File: config.mk
export PLATFORM = sky130hd
export DESIGN_NAME = pwm_motor_ctrl_multi
export DESIGN_NICKNAME = d
export VERILOG_FILES = /design/src/rtl/pwm_motor_ctrl_multi.sv
export SDC_FILE = /design/constraint.sdc
export NUM_CORES = 1
export LEC_CHECK = 0
export CELL_PAD_IN_SITES_DETAIL_PLACEMENT = 0
export CELL_PAD_IN_SITES_GLOBAL_PLACEMENT = 1
export CORE_MARGIN = 2
export CORE_UTILIZATION = 51
export CTS_CLUSTER_SIZE = 20
export DETAILED_ROUTE_END_ITERATION = 8
export HOLD_SLACK_MARGIN = 0.06
export PLACE_DENSITY_LB_ADDON = 0.12
export SLEW_MARGIN = 20
export SYNTH_ARGS = -nofsm -noshare
export SYNTH_HDL_FRONTEND = slang
export SYNTH_SLANG_ARGS = --single-unit
File: constraint.sdc
create_clock -name clk -period 14 [get_ports clk]
set_input_delay 2.8 -clock clk [delete_from_list [all_inputs] [get_ports clk]]
set_output_delay 2.8 -clock clk [all_outputs]
set_load 0.01 [all_outputs]
File: src/rtl/pwm_motor_ctrl_multi.sv
// pwm_motor_ctrl_multi: N-channel PWM driver for L298-style bridges.
// One shared carrier counter; each channel ramps its applied duty toward a
// commanded target once per carrier period, coasts through a dead time when
// reversing, and latches a filtered overcurrent fault until released.
module pwm_motor_ctrl_multi #(
  parameter int NCH          = 2,
  parameter int CW           = 19,
  parameter int PERIOD       = 250000,
  parameter int RAMP_STEP    = 625,
  parameter int DEAD_PERIODS = 4,
  parameter int OC_FILTER    = 100
) (
  input  logic              clk,
  input  logic              reset,
  input  logic [NCH*CW-1:0] duty_cmd,
  input  logic [NCH-1:0]    dir_cmd,
  input  logic              cmd_load,
  input  logic [NCH-1:0]    oc_in,
  input  logic              oc_clear,
  output logic [NCH-1:0]    pwm_out,
  output logic [NCH-1:0]    in_a,
  output logic [NCH-1:0]    in_b,
  output logic [NCH-1:0]    fault,
  output logic              period_tick
);

  localparam logic [CW-1:0] PERIOD_C  = CW'(PERIOD);
  localparam logic [CW-1:0] PERIOD_M1 = CW'(PERIOD - 1);
  localparam logic [CW-1:0] STEP_C    = CW'(RAMP_STEP);
  localparam int            OCW       = $clog2(OC_FILTER + 1);
  localparam logic [OCW-1:0] OC_LIMIT = OCW'(OC_FILTER);
  localparam int            DCW       = (DEAD_PERIODS > 0) ? $clog2(DEAD_PERIODS + 1) : 1;
  localparam logic [DCW-1:0] DEAD_INIT = DCW'(DEAD_PERIODS);

  typedef enum logic [1:0] {
    ST_RUN,
    ST_RAMP_DOWN,
    ST_DEAD,
    ST_FAULT
  } state_t;

  logic [CW-1:0] counter_reg;

  // The last count of the carrier is the period boundary for every channel.
  assign period_tick = (counter_reg == PERIOD_M1);

  // Shared carrier counter, 0..PERIOD-1.
  always_ff @(posedge clk or posedge reset) begin
    if (reset) begin
      counter_reg <= '0;
    end else if (period_tick) begin
      counter_reg <= '0;
    end else begin
      counter_reg <= counter_reg + CW'(1);
    end
  end

  genvar gi;
  generate
    for (gi = 0; gi < NCH; gi++) begin : g_ch
      logic [CW-1:0]  cmd_duty;
      logic [CW-1:0]  tgt_duty_reg;
      logic           tgt_dir_reg;
      logic           oc_meta_reg;
      logic           oc_sync_reg;
      logic [OCW-1:0] oc_cnt_reg;
      logic           oc_trip;
      state_t         state_reg, state_next;
      logic [CW-1:0]  duty_app_reg, duty_next;
      logic           cur_dir_reg, dir_next;
      logic [DCW-1:0] dead_cnt_reg, dead_next;
      logic [CW-1:0]  step_toward, step_down;
      logic           drive;
      logic           pwm_next, in_a_next, in_b_next, fault_next;
      logic           pwm_reg, in_a_reg, in_b_reg, fault_reg;

      assign cmd_duty = duty_cmd[gi*CW +: CW];
      assign oc_trip  = (oc_cnt_reg == OC_LIMIT);

      // Target registers: duty clamped to a full period on load.
      always_ff @(posedge clk or posedge reset) begin
        if (reset) begin
          tgt_duty_reg <= '0;
          tgt_dir_reg  <= 1'b1;
        end else if (cmd_load) begin
          tgt_duty_reg <= (cmd_duty > PERIOD_C) ? PERIOD_C : cmd_duty;
          tgt_dir_reg  <= dir_cmd[gi];
        end
      end

      // Two-flop synchronizer and consecutive-high filter for the sense line.
      always_ff @(posedge clk or posedge reset) begin
        if (reset) begin
          oc_meta_reg <= 1'b0;
          oc_sync_reg <= 1'b0;
          oc_cnt_reg  <= '0;
        end else begin
          oc_meta_reg <= oc_in[gi];
          oc_sync_reg <= oc_meta_reg;
          if (!oc_sync_reg) begin
            oc_cnt_reg <= '0;
          end else if (oc_cnt_reg != OC_LIMIT) begin
            oc_cnt_reg <= oc_cnt_reg + OCW'(1);
          end
        end
      end

      // Channel state, applied duty and direction registers.
      always_ff @(posedge clk or posedge reset) begin
        if (reset) begin
          state_reg    <= ST_RUN;
          duty_app_reg <= '0;
          cur_dir_reg  <= 1'b1;
          dead_cnt_reg <= '0;
        end else begin
          state_reg    <= state_next;
          duty_app_reg <= duty_next;
          cur_dir_reg  <= dir_next;
          dead_cnt_reg <= dead_next;
        end
      end

      // Next-state logic; the fault trip overrides every state and command.
      always_comb begin
        state_next = state_reg;
        duty_next  = duty_app_reg;
        dir_next   = cur_dir_reg;
        dead_next  = dead_cnt_reg;

        if (tgt_duty_reg > duty_app_reg) begin
          step_toward = ((tgt_duty_reg - duty_app_reg) > STEP_C) ? duty_app_reg + STEP_C : tgt_duty_reg;
        end else begin
          step_toward = ((duty_app_reg - tgt_duty_reg) > STEP_C) ? duty_app_reg - STEP_C : tgt_duty_reg;
        end
        step_down = (duty_app_reg > STEP_C) ? duty_app_reg - STEP_C : '0;

        if (oc_trip) begin
          state_next = ST_FAULT;
          duty_next  = '0;
        end else begin
          case (state_reg)
            ST_RUN, ST_RAMP_DOWN: begin
              if (period_tick) begin
                if (tgt_dir_reg == cur_dir_reg) begin
                  state_next = ST_RUN;
                  duty_next  = step_toward;
                end else if (step_down == '0) begin
                  state_next = ST_DEAD;
                  duty_next  = '0;
                  dead_next  = DEAD_INIT;
                end else begin
                  state_next = ST_RAMP_DOWN;
                  duty_next  = step_down;
                end
              end
            end
            ST_DEAD: begin
              if (period_tick) begin
                if (dead_cnt_reg <= DCW'(1)) begin
                  state_next = ST_RUN;
                  dir_next   = tgt_dir_reg;
                  dead_next  = '0;
                end else begin
                  dead_next = dead_cnt_reg - DCW'(1);
                end
              end
            end
            ST_FAULT: begin
              if (oc_clear && !oc_sync_reg) begin
                state_next = ST_RUN;
                duty_next  = '0;
              end
            end
            default: state_next = ST_RUN;
          endcase
        end

        drive      = (state_next == ST_RUN) || (state_next == ST_RAMP_DOWN);
        pwm_next   = drive && (counter_reg < duty_app_reg);
        in_a_next  = drive && dir_next;
        in_b_next  = drive && !dir_next;
        fault_next = (state_next == ST_FAULT);
      end

      // Registered pin drivers; reset forces every pin low immediately.
      always_ff @(posedge clk or posedge reset) begin
        if (reset) begin
          pwm_reg   <= 1'b0;
          in_a_reg  <= 1'b0;
          in_b_reg  <= 1'b0;
          fault_reg <= 1'b0;
        end else begin
          pwm_reg   <= pwm_next;
          in_a_reg  <= in_a_next;
          in_b_reg  <= in_b_next;
          fault_reg <= fault_next;
        end
      end

      assign pwm_out[gi] = pwm_reg;
      assign in_a[gi]    = in_a_reg;
      assign in_b[gi]    = in_b_reg;
      assign fault[gi]   = fault_reg;
    end
  endgenerate

endmodule

## Word-level counts from Yosys, hierarchy flattened

Index checks and enable logic that the tools add are counted.

| storage, ports and cells | value |
|---|---|
| bits in registers | 135 |
| bits of input ports | 46 |
| logic and storage cells | 180 |
| output and inout bits | 9 |

| cells by class | value |
|---|---|
| $lt $le $gt $ge | 14 |
| add/sub/neg operators | 13 |
| equality and inequality tests | 31 |
| reduce and logical (&&, ||, !) cells | 30 |
| bitwise operators | 2 |
| muxes and demuxes | 63 |

Operators with widths:

| cell | count |
|---|---|
| $mux W19 | 21 |
| $gt A19 B10 Y1 const B | 6 |
| $pmux W19 S2 | 2 |
| $sub A19 B19 Y19 | 4 |
| $add A19 B10 Y19 const B | 2 |
| $gt A19 B18 Y1 const B | 2 |
| $gt A19 B19 Y1 | 2 |
| $logic_not A19 Y1 | 2 |
| $lt A19 B19 Y1 | 2 |
| $sub A19 B10 Y19 const B | 2 |
| $mux W3 | 10 |
| $mux W2 | 14 |
| $mux W7 | 4 |
| $add A19 B1 Y19 const B | 1 |
| $eq A19 B18 Y1 const B | 1 |
| $ne A2 B2 Y1 const B | 8 |
| $add A7 B1 Y7 const B | 2 |
| $eq A7 B7 Y1 const B | 2 |
| $ne A7 B7 Y1 const B | 2 |
| $eq A2 B2 Y1 const B | 6 |
| $ne A3 B3 Y1 const B | 4 |
| $pmux W2 S3 | 2 |
| $pmux W3 S2 | 2 |
| $reduce_and A6 Y1 | 2 |
| other kinds (15) | 48 |

## Depth between registers and ports, before layout

Gate-level depths: netlist (run 1).

| logic depth | value |
|---|---|
| word-level depth | 11 |
| depth in mapped cells | 16 |
| depth with buffers taken out | 14 |

## Worst setup path after synthesis (run 1)

OpenSTA, ideal clock, no wires.

| timing path | value |
|---|---|
| path kind | register to output |
| start | register counter_reg[7] |
| end | output port period_tick |
| cell stages (with the launch flop) | 8 |
| path slack | 9.051 ns |
| arrival | 2.149 ns |
| cells stage by stage | dfrtp_1 inv_2 or4_4 or3_1 or3_1 buf_6 clkinv_4 clkbuf_1 |

| on the way | value |
|---|---|
| cells in the longest elaborated chain, start to end | 1 |

Ends and longest elaborated chain:

| item | line | source |
|---|---|---|
| start, declared | 42 | `logic [CW-1:0] counter_reg;` |
| start signal, assigned | 54 | `counter_reg <= counter_reg + CW'(1);` |
| $eq A19 B18 Y1 | 45 | `assign period_tick = (counter_reg == PERIOD_M1);` |
| end, declared | 24 | `output logic period_tick` |

Every way passes these cells.

## Worst setup path after layout (run 1)

| timing path | value |
|---|---|
| start | register counter_reg[6] |
| end | output port period_tick |

The elaborated chain is that of the path after synthesis.

==> results of run 1 <==
==> metal layers <==
| layer | routed length, um | vias to the layer above | global-route usage, % |
|---|---|---|---|
| met5 | 0 | - | 0 |
| met4 | 613 | 0 | 6.54 |
| met3 | 3830 | 50 | 5.11 |
| met2 | 18300 | 557 | 45.8 |
| met1 | 20700 | 6350 | 47.2 |
| li1 | - | 6323 | - |
==> stage by stage <==
stage	worst slack, ns	hold slack (ns)	utilization (%)
2_1_floorplan	7.60	0.331	-
3_3_place_gp	8.59	0.333	54.5
3_5_place_dp	8.54	0.337	54.5
4_1_cts	8.09	0.350	56.8
5_1_grt	8.00	0.355	56.8
6_report	8.12	0.354	56.8
==> worst reg2reg max path, delay by kind of cell, from the launching register on <==
kind | cells | cell delay [ns]
AOI/OAI and AO/OA | 4 | 1.48
muxes | 1 | 0.38
DFF | 1 | 0.66
adders and majority gates | 2 | 0.67
buffers and inverters | 3 | 0.76
and+or+nand+nor | 4 | 0.77
xor gates and xnor gates | 1 | 0.19
==> worst paths after layout <==
path,cells past startpoint,end,slack (ns)
setup / recovery,5,period_tick,8.12
hold / removal,0,g_ch[0].oc_sync_reg$_DFF_PP0_,0.35
setup reg to reg,15,g_ch[1].duty_app_reg[0]$_DFFE_PP0P_,9.03
hold reg to reg,0,g_ch[0].oc_sync_reg$_DFF_PP0_,0.35
max in group asynchronous,3,g_ch[0].duty_app_reg[4]$_DFFE_PP0P_,9.95
min in group asynchronous,2,g_ch[0].oc_cnt_reg[6]$_DFFE_PP0P_,2.94
==> cells in the mapped netlist, drive strengths merged, types with 23 or more instances <==
| master | number | share of area (%) |
|---|---|---|
| a21oi | 159 | 6.0 |
| nand2 | 159 | 4.4 |
| o21ai | 145 | 5.3 |
| dfrtp | 131 | 24 |
| nor2 | 131 | 3.6 |
| ha | 125 | 11 |
| inv | 115 | 3.2 |
| xnor2 | 87 | 5.6 |
| clkbuf | 74 | 2.0 |
| nand3 | 57 | 2.1 |
| nor3 | 45 | 1.6 |
| nand4 | 35 | 1.6 |
| nor2b | 31 | 1.4 |
| a21o | 30 | 1.6 |
| a211oi | 25 | 1.4 |
| mux2i | 25 | 1.8 |
| a31oi | 23 | 1.1 |
==> cell families after synthesis <==
| group | after synthesis | share of synthesized area [%] |
|---|---|---|
| buffers and inverters | 214 | 6.37 |
| and+or+nand+nor | 575 | 20.7 |
| xor gates and xnor gates | 108 | 6.92 |
| muxes | 34 | 2.57 |
| AOI/OAI and AO/OA | 562 | 26.6 |
| DFF | 135 | 24.8 |
| adders and majority gates | 129 | 12.0 |
==> power breakdown <==
group,leakage [nW],switching (mW),total (mW),internal (mW)
combinational,4.38,0.629,1.03,0.398
clock,0.290,0.213,0.470,0.256
sequential,1.69,0.103,0.532,0.429
total,6.36,0.946,2.03,1.08
==> area by class of cell <==
| cell class | instances | area [um2] |
|---|---|---|
| fillers | 2502 | 11300 |
| multi-input cells | 1408 | 9430 |
| flip-flops and latches | 135 | 3380 |
| repair buffers | 63 | 603 |
| inverters | 118 | 453 |
| clock buffers | 17 | 425 |
| well taps | 335 | 419 |
| clock inverters | 15 | 173 |
==> metrics.txt, run 1 <==
# TYPE chip_impl_metric gauge
chip_impl_metric{name="p_per_area",unit="nW/um2"} 136
chip_impl_metric{name="post_route_cell_area",unit="um2"} 14900
chip_impl_metric{name="cts-resized-gates",unit=""} 0
chip_impl_metric{name="initialDrtViolationCount",unit=""} 1218
chip_impl_metric{name="path_clk_slew",unit="ns"} 0.07
chip_impl_metric{name="max-vdd-ir-drop",unit="mV"} 0.0816
chip_impl_metric{name="synth_warnings",unit=""} 0
chip_impl_metric{name="tritoncts.num_buffers",unit=""} 17
chip_impl_info{name="worstReg2RegStart",value="g_ch[1].duty_app_reg[0]$_DFFE_PP0P_"} 1
chip_impl_info{name="mostFrequentLayoutCell",value="nand2_1"} 1
chip_impl_info{name="critical-path-top-cell-by-count",value="or3_1"} 1
chip_impl_metric{name="avgRoutedWirePerCell",unit="um"} 20.8
chip_impl_metric{name="worst_ep_required_time",unit="ns"} 11.20
chip_impl_metric{name="asyncSetResetFlopFracSynth",unit="%"} 100
chip_impl_metric{name="floorplan.initialDensity",unit="%"} 52.1
chip_impl_metric{name="report.final.hold_viol_count",unit=""} 0
chip_impl_metric{name="finalSetupTns",unit="ns"} 0
chip_impl_metric{name="worst-slew-pin-transition",unit="ns"} 1.05
chip_impl_metric{name="route.antenna.remaining_nets",unit=""} 0
chip_impl_metric{name="grt_pass1_wl",unit="um"} 68900
chip_impl_metric{name="postSynthCellCount",unit=""} 1757
chip_impl_info{name="cp_cell_sequence",value="or4_4 -> or3_1 -> or3_1 -> clkinv_4 -> clkdlybuf4s50_1"} 1
chip_impl_metric{name="die_w",unit="um"} 168
chip_impl_metric{name="synth_edf_count",unit=""} 0
chip_impl_metric{name="crit_path_max_fanout",unit=""} 14
chip_impl_metric{name="num_antenna_cells",unit=""} 0
chip_impl_info{name="timing.critical_path.slowest_stage_cell",value="or4_4"} 1
chip_impl_metric{name="dp.cells",unit=""} 2059
chip_impl_metric{name="power",unit="mW"} 2.03
chip_impl_metric{name="synth_area",unit="um2"} 13700
chip_impl_metric{name="cts.hold.buffers_added",unit=""} 0
chip_impl_metric{name="postSynthAreaPerCell",unit="um2"} 7.78
chip_impl_metric{name="final_layout_size_suffix_gt1_share",unit="%"} 4.84
chip_impl_metric{name="standard_cell_row_count",unit=""} 59
chip_impl_info{name="worst_path_dominant_cell_family",value="simple AND/OR/NAND/NOR gates"} 1
chip_impl_metric{name="fin_crit",unit="ns"} 5.88
chip_impl_metric{name="grt_pass1_vias",unit=""} 12300
chip_impl_metric{name="final.period_utilization",unit="%"} 42.0
chip_impl_metric{name="cp_slowest_stage_delay",unit="ns"} 0.56
chip_impl_metric{name="number_of_setup_buffers_added_after_cts",unit=""} 0
chip_impl_metric{name="skew",unit="ns"} 0.0150
chip_impl_info{name="rsz0062_at_grt",value="no"} 1
chip_impl_metric{name="grt_start_max_net_pins",unit=""} 97
chip_impl_metric{name="synth_sequential_area_ratio",unit="%"} 24.8
chip_impl_metric{name="worstPathArrival",unit="ns"} 3.08
chip_impl_metric{name="grt_use_total",unit="%"} 30.9
chip_impl_info{name="run_status",value="completed"} 1
chip_impl_metric{name="hpwl",unit="um"} 33200
chip_impl_metric{name="cts-htree-levels",unit=""} 4
chip_impl_info{name="cp-end-kind",value="primary output"} 1
chip_impl_metric{name="post_synth_num_cell_types",unit=""} 85
chip_impl_metric{name="clk_latency",unit="ns"} 0.43
chip_impl_info{name="ctsRootBufferMaster",value="clkbuf_16"} 1
chip_impl_info{name="cts_tree",value="yes"} 1
chip_impl_metric{name="floorplan.die_area",unit="um2"} 28100
chip_impl_metric{name="clockBufferDepth",unit=""} 2
chip_impl_metric{name="antenna_violations_before_repair",unit=""} 0
chip_impl_metric{name="power.static_leakage",unit="nW"} 6.36
chip_impl_metric{name="worst_slew_margin_rel",unit="%"} 29.6
chip_impl_metric{name="die_height",unit="um"} 168
chip_impl_metric{name="tritoncts_num_sinks",unit=""} 135
chip_impl_metric{name="critical_path.n_buffers_inverters",unit=""} 2
chip_impl_metric{name="maxCapViolCount",unit=""} 0
chip_impl_metric{name="syn_nets",unit=""} 1932
chip_impl_metric{name="drt-pass1-iter-count",unit=""} 6
chip_impl_metric{name="placed_standard_cell_area",unit="um2"} 14300
chip_impl_metric{name="globalplace.congestion",unit=""} 0.953
chip_impl_metric{name="synth-seq-cells",unit=""} 135
chip_impl_info{name="worst_setup_path_start_kind",value="flip-flop"} 1
chip_impl_metric{name="layout.nets",unit=""} 1918
chip_impl_metric{name="instances_no_fill",unit=""} 2091
chip_impl_metric{name="final-max-slew-violation-count",unit=""} 0
chip_impl_metric{name="final_setup_violation_count",unit=""} 0
chip_impl_metric{name="drt-total-wl",unit="um"} 43400
chip_impl_info{name="ys_dominant_reg_cell",value="dfrtp_1"} 1
chip_impl_metric{name="grt_overflow_total",unit=""} 0
chip_impl_metric{name="port-buffer-count",unit=""} 54
chip_impl_metric{name="route.detailed.vias_per_inst",unit=""} 6.35
chip_impl_info{name="holdCritStartpoint",value="g_ch[0].oc_meta_reg$_DFF_PP0_"} 1
chip_impl_metric{name="post-route-drc-count",unit=""} 0
chip_impl_info{name="critPathKind",value="flip-flop to primary output"} 1
chip_impl_info{name="mostFrequentLayoutCells",value="nand2_1, a21oi_1, o21ai_0"} 1
chip_impl_metric{name="coreArea",unit="um2"} 26200
chip_impl_metric{name="syn_to_final_growth",unit="%"} 8.91
chip_impl_info{name="worstSetupStartpoint",value="counter_reg[6]$_DFF_PP0_"} 1
chip_impl_metric{name="floorplan.io_pins",unit=""} 55
chip_impl_info{name="hold_path.class",value="flip-flop to flip-flop"} 1
chip_impl_metric{name="via_count",unit=""} 13300
chip_impl_metric{name="achievable-frequency",unit="MHz"} 170
(Power assumes the default switching activity.)
==> run 2, diff against run 1 <==
--- a/config.mk
+++ b/config.mk
@@ -8,7 +8,7 @@
 export CELL_PAD_IN_SITES_DETAIL_PLACEMENT = 0
 export CELL_PAD_IN_SITES_GLOBAL_PLACEMENT = 1
 export CORE_MARGIN = 2
-export CORE_UTILIZATION = 51
+export CORE_UTILIZATION = 47
 export CTS_CLUSTER_SIZE = 20
 export DETAILED_ROUTE_END_ITERATION = 8
 export HOLD_SLACK_MARGIN = 0.06
==> constraint.sdc (replaced) <==
create_clock -name clk -period 5.5 [get_ports clk]
set_input_delay 1.1 -clock clk [delete_from_list [all_inputs] [get_ports clk]]
set_output_delay 1.1 -clock clk [all_outputs]
set_load 0.01 [all_outputs]
==> run 2 against run 1 <==
Clock skew decreased by 0.0010 ns. Routed wire length increased by 2.7%. Critical path depth increased by 9. Power increased to 2.5 times the previous value. Utilization decreased by 4.7 points. Register-to-register slack got worse by 8.1 ns. Clock power increased to 2.5 times the previous value. Via count decreased by 0.81%. Worst setup slack got worse by 7.2 ns. First-iteration DRC count increased by 6.0%. Sequential share of layout area decreased by 0.12 points. Largest cell class unchanged.
==> metrics.txt, run 2 (synthesized netlist as in run 1, its figures left out) <==
# TYPE chip_impl_metric gauge
chip_impl_metric{name="tritoncts.num_buffers",unit=""} 17
chip_impl_metric{name="maxCapViolCount",unit=""} 0
chip_impl_metric{name="skew",unit="ns"} 0.0140
chip_impl_metric{name="final_setup_violation_count",unit=""} 0
chip_impl_info{name="hold_path.class",value="flip-flop to flip-flop"} 1
chip_impl_metric{name="fin_crit",unit="ns"} 4.54
chip_impl_metric{name="placed_standard_cell_area",unit="um2"} 14400
chip_impl_info{name="cp_cell_sequence",value="inv_1 -> ha_1 -> fa_1 -> nand2b_1 -> a211oi_1 -> o31ai_1 -> o21ai_0 -> mux2i_1 -> nor4bb_1 -> nand4_1 -> and2_1 -> a21oi_1 -> and4b_1 -> a221o_1"} 1
chip_impl_metric{name="final.period_utilization",unit="%"} 82.5
chip_impl_metric{name="power",unit="mW"} 5.13
chip_impl_metric{name="route.antenna.remaining_nets",unit=""} 0
chip_impl_metric{name="antenna_violations_before_repair",unit=""} 1
chip_impl_metric{name="power.static_leakage",unit="nW"} 6.37
chip_impl_metric{name="floorplan.initialDensity",unit="%"} 47.6
chip_impl_info{name="mostFrequentLayoutCell",value="nand2_1"} 1
chip_impl_metric{name="die_height",unit="um"} 175
chip_impl_metric{name="max-vdd-ir-drop",unit="mV"} 0.231
chip_impl_info{name="cp-end-kind",value="flip-flop"} 1
chip_impl_metric{name="coreArea",unit="um2"} 28700
chip_impl_metric{name="initialDrtViolationCount",unit=""} 1291
chip_impl_metric{name="p_per_area",unit="nW/um2"} 343
chip_impl_metric{name="standard_cell_row_count",unit=""} 62
chip_impl_metric{name="worst_ep_required_time",unit="ns"} 5.82
chip_impl_metric{name="path_clk_slew",unit="ns"} 0.07
chip_impl_metric{name="achievable-frequency",unit="MHz"} 220
chip_impl_metric{name="grt_start_max_net_pins",unit=""} 64
chip_impl_metric{name="cts.hold.buffers_added",unit=""} 0
chip_impl_metric{name="num_antenna_cells",unit=""} 0
chip_impl_metric{name="worst_slew_margin_rel",unit="%"} 31.1
chip_impl_info{name="worst_setup_path_start_kind",value="flip-flop"} 1
chip_impl_metric{name="worst-slew-pin-transition",unit="ns"} 1.03
chip_impl_info{name="run_status",value="completed"} 1
chip_impl_info{name="critPathKind",value="flip-flop to flip-flop"} 1
chip_impl_info{name="worst_path_dominant_cell_family",value="simple AND/OR/NAND/NOR gates"} 1
chip_impl_metric{name="globalplace.congestion",unit=""} 0.957
chip_impl_metric{name="via_count",unit=""} 13200
chip_impl_info{name="timing.critical_path.slowest_stage_cell",value="and2_1"} 1
chip_impl_info{name="mostFrequentLayoutCells",value="nand2_1, a21oi_1, o21ai_0"} 1
chip_impl_metric{name="grt_pass1_wl",unit="um"} 69900
chip_impl_metric{name="grt_pass1_vias",unit=""} 12600
chip_impl_metric{name="port-buffer-count",unit=""} 54
chip_impl_metric{name="floorplan.die_area",unit="um2"} 30500
chip_impl_metric{name="clockBufferDepth",unit=""} 2
chip_impl_metric{name="hpwl",unit="um"} 34300
chip_impl_metric{name="report.final.hold_viol_count",unit=""} 0
chip_impl_metric{name="number_of_setup_buffers_added_after_cts",unit=""} 0
chip_impl_metric{name="finalSetupTns",unit="ns"} 0
chip_impl_info{name="ctsRootBufferMaster",value="clkbuf_16"} 1
chip_impl_metric{name="cts-resized-gates",unit=""} 0
chip_impl_metric{name="post-route-drc-count",unit=""} 0
chip_impl_metric{name="die_w",unit="um"} 175
chip_impl_metric{name="floorplan.io_pins",unit=""} 55
chip_impl_metric{name="final-max-slew-violation-count",unit=""} 0
chip_impl_metric{name="grt_overflow_total",unit=""} 0
chip_impl_info{name="cts_tree",value="yes"} 1
chip_impl_metric{name="cp_slowest_stage_delay",unit="ns"} 0.53
chip_impl_metric{name="clk_latency",unit="ns"} 0.44
chip_impl_metric{name="drt-total-wl",unit="um"} 44600
chip_impl_metric{name="layout.nets",unit=""} 1922
chip_impl_metric{name="tritoncts_num_sinks",unit=""} 135
chip_impl_metric{name="final_layout_size_suffix_gt1_share",unit="%"} 5.06
chip_impl_metric{name="avgRoutedWirePerCell",unit="um"} 20.8
chip_impl_metric{name="syn_to_final_growth",unit="%"} 9.47
chip_impl_metric{name="post_route_cell_area",unit="um2"} 15000
chip_impl_info{name="rsz0062_at_grt",value="no"} 1
chip_impl_metric{name="drt-pass1-iter-count",unit=""} 7
chip_impl_metric{name="filler_cell_count",unit=""} 2801
chip_impl_metric{name="cts-htree-levels",unit=""} 4
chip_impl_metric{name="worstPathArrival",unit="ns"} 4.86
chip_impl_metric{name="critical_path.n_buffers_inverters",unit=""} 1
chip_impl_metric{name="crit_path_max_fanout",unit=""} 12
chip_impl_metric{name="route.detailed.vias_per_inst",unit=""} 6.14
chip_impl_metric{name="grt_use_total",unit="%"} 29.1
[run 2: power by group]
group | switching, mW | internal, mW | total, mW
combinational | 1.58 | 1.03 | 2.60
sequential | 0.256 | 1.09 | 1.35
clock | 0.534 | 0.642 | 1.18
[run 2: per-stage QoR]
step | setup slack [ns] | std cells | hold slack (ns) | utilization (%)
final | 0.960 | 2144 | 0.349 | 52.1
after floorplan | 0.796 | 1757 | 0.331 | -
after detailed placement | 1.11 | 2112 | 0.337 | 50.1
after global routing | 0.686 | 2144 | 0.358 | 52.1
after global placement | 1.15 | 2112 | 0.333 | 50.1
after CTS | 1.08 | 2144 | 0.352 | 52.1
[run 2: final cells by class]
cell class                 count  area, um2  share of cell area, %
multi-input combinational   1408       9430                   63.0
sequential                   135       3380                   22.6
timing repair buffer          67        633                   4.23
tap                          384        480                   3.21
inverter                     118        453                   3.03
clock buffer                  17        425                   2.84
clock inverter                15        158                   1.05
[run 2: worst paths after layout]
check	start	endpoint	slack, ns	cells past startpoint
worst max-delay path	g_ch[0].duty_app_reg[0]$_DFFE_PP0P_	g_ch[0].duty_app_reg[1]$_DFFE_PP0P_	0.96	14
worst min-delay path	g_ch[0].oc_meta_reg$_DFF_PP0_	g_ch[0].oc_sync_reg$_DFF_PP0_	0.35	0
worst max register to register	g_ch[0].duty_app_reg[0]$_DFFE_PP0P_	g_ch[0].duty_app_reg[1]$_DFFE_PP0P_	0.96	14
worst min register to register	g_ch[0].oc_meta_reg$_DFF_PP0_	g_ch[0].oc_sync_reg$_DFF_PP0_	0.35	0
max in group asynchronous	reset	g_ch[0].tgt_dir_reg$_DFFE_PP1P_	3.36	3
min in group asynchronous	reset	g_ch[1].oc_sync_reg$_DFF_PP0_	1.11	2
[run 2: routing by layer]
layer  track usage [%]  part of all wire [%]  routed length [um]  vias to the layer above
li1                  -                     -                   -                     6323
met1              36.2                    42               18800                     6324
met2              49.9                    48               21600                      431
met3              4.40                   5.0                2230                       95
met4              13.2                   4.6                2040                        0
met5                 0                     0                   0                        -
==> patch 1 (config.mk and constraints of run 1) <==
`OC_FILTER`: 100 -> 200.
--- a/src/rtl/pwm_motor_ctrl_multi.sv
+++ b/src/rtl/pwm_motor_ctrl_multi.sv
@@ -8,7 +8,7 @@
   parameter int PERIOD       = 250000,
   parameter int RAMP_STEP    = 625,
   parameter int DEAD_PERIODS = 4,
-  parameter int OC_FILTER    = 100
+  parameter int OC_FILTER    = 200
 ) (
   input  logic              clk,
   input  logic              reset,
Check against the original RTL: no difference found for any inputs over 10 cycles, from zero or initial values and one cycle with reset high; that may be too few to reach the edited logic, so the function may still have changed.
==> patch 1 against run 1 <==
  * Power rose by 6.0%
  * Sequential cell count increased by 2
  * Global-route usage grew 1.3 points
  * Highest routed layer unchanged
  * First-iteration DRC count is 22% higher
  * Combinational power is 9% higher
  * Synthesized area up 5.5%
  * Setup slack gained 0.40 ns
  * Cell area increased by 4.4%
  * Critical path depth increased by 1
  * Wire length is 7.9% higher
==> patch 1: results (changes against run 1) <==
| Metric | Value |
|---|---|
| Worst r2r dst | g_ch[1].duty_app_reg[17] |
| Net Count, Synth | 1962 (+1.6%) |
| Synth Area in Compound Gates | 26.57% (-0.029 points) |
| Post-Synth Adder-Cell Area | 11.40% (-0.63 points) |
| DP Area | 14920 sq um (+4.5%) |
| Placed cells | 2128 (+3.4%) |
| Pin count of the biggest net entering global routing | 94 (-3.1%) |
| P_comb | 1120 uW (+9%) |
| Post-synthesis mux area share | 2.794% (+0.22 points) |
| 1st-iter DRT viols | 1483 (+22%) |
| Total number of vias | 13960 (+5.1%) |
| Post-layout nets | 1944 (+1.4%) |
| Library cells used by synthesis | 108 (+27%) |
| Worst Reg-to-Reg Cells | 13 (-2) |
| Avg WL per Cell | 21.69 microns (+4.4%) |
| Top cells by area, synth | dfrtp_1 (23%), ha_1 (11%), xnor2_1 (5.5%) |
| Sequential element share of the synthesized area | 23.81% (-0.95 points) |
| Layout cells sized above 1 | 6.229% (+1.4 points) |
| Filler Cell Count | 2687 (+7.4%) |
| Slowest-stage cell, CP | clkdlybuf4s50_1 |
| First-pass GRT wire length | 73.84 mm (+7.2%) |
| DP Wirelength | 35.80 mm (+7.7%) |
| Gr usage total | 32.20% (+1.3 points) |
| Syn Inst Count | 1787 (+1.7%) |
| Clk power | 486 uW (+3%) |
| P_int | 1143 uW (+5.6%) |
| RD Place Congestion | 0.9584 (+0.56%) |
| Power share of the combinational group | 51.9% (+1.3 points) |
| Clock skew | 0.01738 ns (+0.002365 ns) |
| WHS | 0.3483 ns (-0.005360 ns) |
| Status | finished, final reports clean |
| Vias in the first global route | 12830 (+4.3%) |
| Reg-to-reg slack, setup | 9.09 ns (+0.06 ns) |
| Static Leak | 0.006687 uW (+5.1%) |
| Max FO, Critical Path | 7 (-7) |
| Top cells by count, synth | nand2_1 (144), a21oi_1 (140), dfrtp_1 (133), nor2_1 (130), ha_1 (125) |
-- patch 1: area by class of cell --
cell class                      instances  area (sq um)  share of cell area [%]
Inverter                              111         421.7                   2.714
Clock inverter                         14         172.7                   1.111
Multi-Input combinational cell       1441         10010                   64.42
Timing Repair Buffer                   61         588.1                   3.785
Sequential cell                       137          3433                   22.10
Clock buffer                           18         439.2                   2.827
Tap cell                              378         473.0                   3.044
-- patch 1: how the worst max path moves through the flow --
stage	end	cells past startpoint	slack, ns	from
6_report	period_tick	6	8.52	counter_reg[1]
5_1_grt	period_tick	6	8.38	counter_reg[1]
4_1_cts	period_tick	6	8.54	counter_reg[1]
3_5_place_dp	g_ch[1].tgt_duty_reg[0]	9	8.83	duty_cmd[19]
3_3_place_gp	g_ch[1].tgt_duty_reg[2]	9	8.81	duty_cmd[19]
2_1_floorplan	counter_reg[0]	1	7.54	reset
-- patch 1: metal layers --
metal	track usage [%]	wire, microns
met1	49.51	21770
met2	46.27	19800
met3	5.539	4342
met4	8.038	940
met5	0	0
==> patch 2 (flow settings as in run 1) <==
Without the edit above. Re-encode `state_t` (4 states) as Gray code, 2 bits wide.
--- a/src/rtl/pwm_motor_ctrl_multi.sv
+++ b/src/rtl/pwm_motor_ctrl_multi.sv
@@ -33,10 +33,10 @@
   localparam logic [DCW-1:0] DEAD_INIT = DCW'(DEAD_PERIODS);
 
   typedef enum logic [1:0] {
-    ST_RUN,
-    ST_RAMP_DOWN,
-    ST_DEAD,
-    ST_FAULT
+    ST_RUN       = 2'b00,
+    ST_RAMP_DOWN = 2'b01,
+    ST_DEAD      = 2'b11,
+    ST_FAULT     = 2'b10
   } state_t;
 
   logic [CW-1:0] counter_reg;
Check against the original RTL: no difference found for any inputs over 10 cycles, from zero or initial values and one cycle with reset high; not proved beyond that.
==> patch 2 against run 1 <==
  * Wire length shrank 0.97%
  * Combinational power is 46% lower
  * Sequential cell count unchanged
  * Synthesized area down 1.5%
  * Setup slack worse by 0.061 ns
  * Maximum frequency decreased by 1.0%
  * Cell area shrank 1.3%
  * Sequential share of layout area grew 0.30 points
  * Power decreased by 26%
  * Critical path type unchanged
  * Critical endpoint unchanged
==> patch 2: results (changes against run 1) <==
| Metric | Value |
|---|---|
| Avg WL per Cell | 21.28 microns (+2.5%) |
| Synth Area in XOR/XNOR | 7.415% (+0.49 points) |
| Max FO, Critical Path | 16 (+2) |
| Library cells used by synthesis | 92 (+8.2%) |
| Clk root buf | clkbuf_16 |
| Filler Cell Count | 2485 (-0.68%) |
| Top cells by count, synth | nand2_1 (141), o21ai_0 (137), dfrtp_1 (131), ha_1 (125), nor2_1 (123) |
| Drt pass-1 iters | 5 (-1) |
| Pre-CTS setup slack | 8.372 ns (-0.1692 ns) |
| ANT cells | 0 (unchanged) |
| Main flop type after synthesis | dfrtp_1 |
| Sequential element share of the synthesized area | 25.13% (+0.37 points) |
| 1st-iter DRT viols | 1371 (+13%) |
| Pin count of the biggest net entering global routing | 73 (-25%) |
| Gr usage total | 30.78% (-0.14 points) |
| DR vias/cell | 6.521 (+2.7%) |
| Layout cells sized above 1 | 5.160% (+0.32 points) |
| Non-clk buf share | 4.106% (+0.054 points) |
| Setup bufs post-CTS | 0 (unchanged) |
| Async SR Flop Fraction | 100.0% (unchanged) |
| Hold crit path type | reg -> reg |
| Post-Synth Adder-Cell Area | 12.21% (+0.18 points) |
| DP Wirelength | 33.08 mm (-0.47%) |
| Static Leak | 0.006173 uW (-3.0%) |
| Seq area share | 23.03% (+0.30 points) |
| Multi-input gate share of total cell area | 63.17% (-0.16 points) |
| Clk_buf instances | 19 (+2) |
| Clock skew | 0.01601 ns (+0.001001 ns) |
| Input/output buffers | 54 (unchanged) |
| Status | finished, final reports clean |
| Clock Tree Buf Depth | 2 (unchanged) |
| Clk slew on worst S/H paths | 0.07 ns (about the same) |
| Top cells by area, synth | dfrtp_1 (24%), ha_1 (12%), o21ai_0 (5.1%) |
| Setup TNS | 0 ns (unchanged) |
| #MultiIn Comb | 1351 (-4.0%) |
| CTS H-tree depth | 4 (unchanged) |
| Synth Area in Compound Gates | 27.21% (+0.61 points) |
| Clock Latency Late Sink | around 0.44 ns |
| Post-layout nets | 1848 (-3.6%) |
| Max_slew headroom | 28.49% (-1.1 points) |
| Clk cell area share | 4.115% (+0.096 points) |
| Clock sinks | 135 (unchanged) |
| Post-synthesis mux area share | 1.143% (-1.4 points) |
| Inverter count | 105 (-11%) |
| RD Place Congestion | 0.9564 (+0.35%) |
| Net Count, Synth | 1861 (-3.7%) |
| P_int | 891.9 uW (-18%) |
| Maximum vdd ir drop | 0.00006776 V (-17%) |
| Vias in the first global route | 12090 (-1.7%) |
| First-pass GRT wire length | 68.74 mm (-0.19%) |
-- patch 2: cell types whose count changed after synthesis, sizes merged, moves of 15 or more --
cell           run 1  this run
xnor2             87        72
nor2b             31        16
xor2              21        42
o221ai             8        23
mux2i             25         6
nand2            159       141
a21oi            159       108
-- patch 2: critical path: stages (launching register included) --
cell	delay, ns
dfrtp_1	0.40
ha_1	0.22
nand3_1	0.16
nor4b_1	0.28
and3_1	0.23
nand3_1	0.40
inv_2	0.42
clkdlybuf4s50_1	0.60
-- patch 2: layer usage --
metal	part of all wire [%]	track usage (%)	wire, microns	up-vias
li1	-	-	-	6202
met3	7.5	4.777	3223	44
met2	41	43.68	17680	539
met4	1.8	7.009	756	0
met1	50	48.64	21350	6394
met5	0	0	0	-
-- patch 2: final timing paths --
path	from	endpoint	slack [ns]	cells after the start
worst max-delay path	counter_reg[1]	period_tick	8.06	7
worst min-delay path	g_ch[0].oc_meta_reg	g_ch[0].oc_sync_reg	0.36	0
worst max register to register	g_ch[1].duty_app_reg[0]	g_ch[1].duty_app_reg[9]	8.92	13
worst min register to register	g_ch[0].oc_meta_reg	g_ch[0].oc_sync_reg	0.36	0
max in group asynchronous	reset	g_ch[0].tgt_duty_reg[13]	9.81	3
min in group asynchronous	reset	g_ch[1].oc_cnt_reg[5]	2.85	2
-- patch 2: stage by stage --
stage	instances	instance area [sq um]
after floorplan	1686	13470
after global routing	2021	14690
final	2021	14690
after global placement	1989	14080
after CTS	2021	14690
after detailed placement	1989	14080
-- patch 2: power by group through the flow --
stage,clock (uW),sequential (uW),combinational [uW]
2_1_floorplan,0,438,417
3_3_place_gp,0,464,534
3_5_place_dp,0,464,538
4_1_cts,486,457,541
5_1_grt,504,463,607
6_report,479,459,554
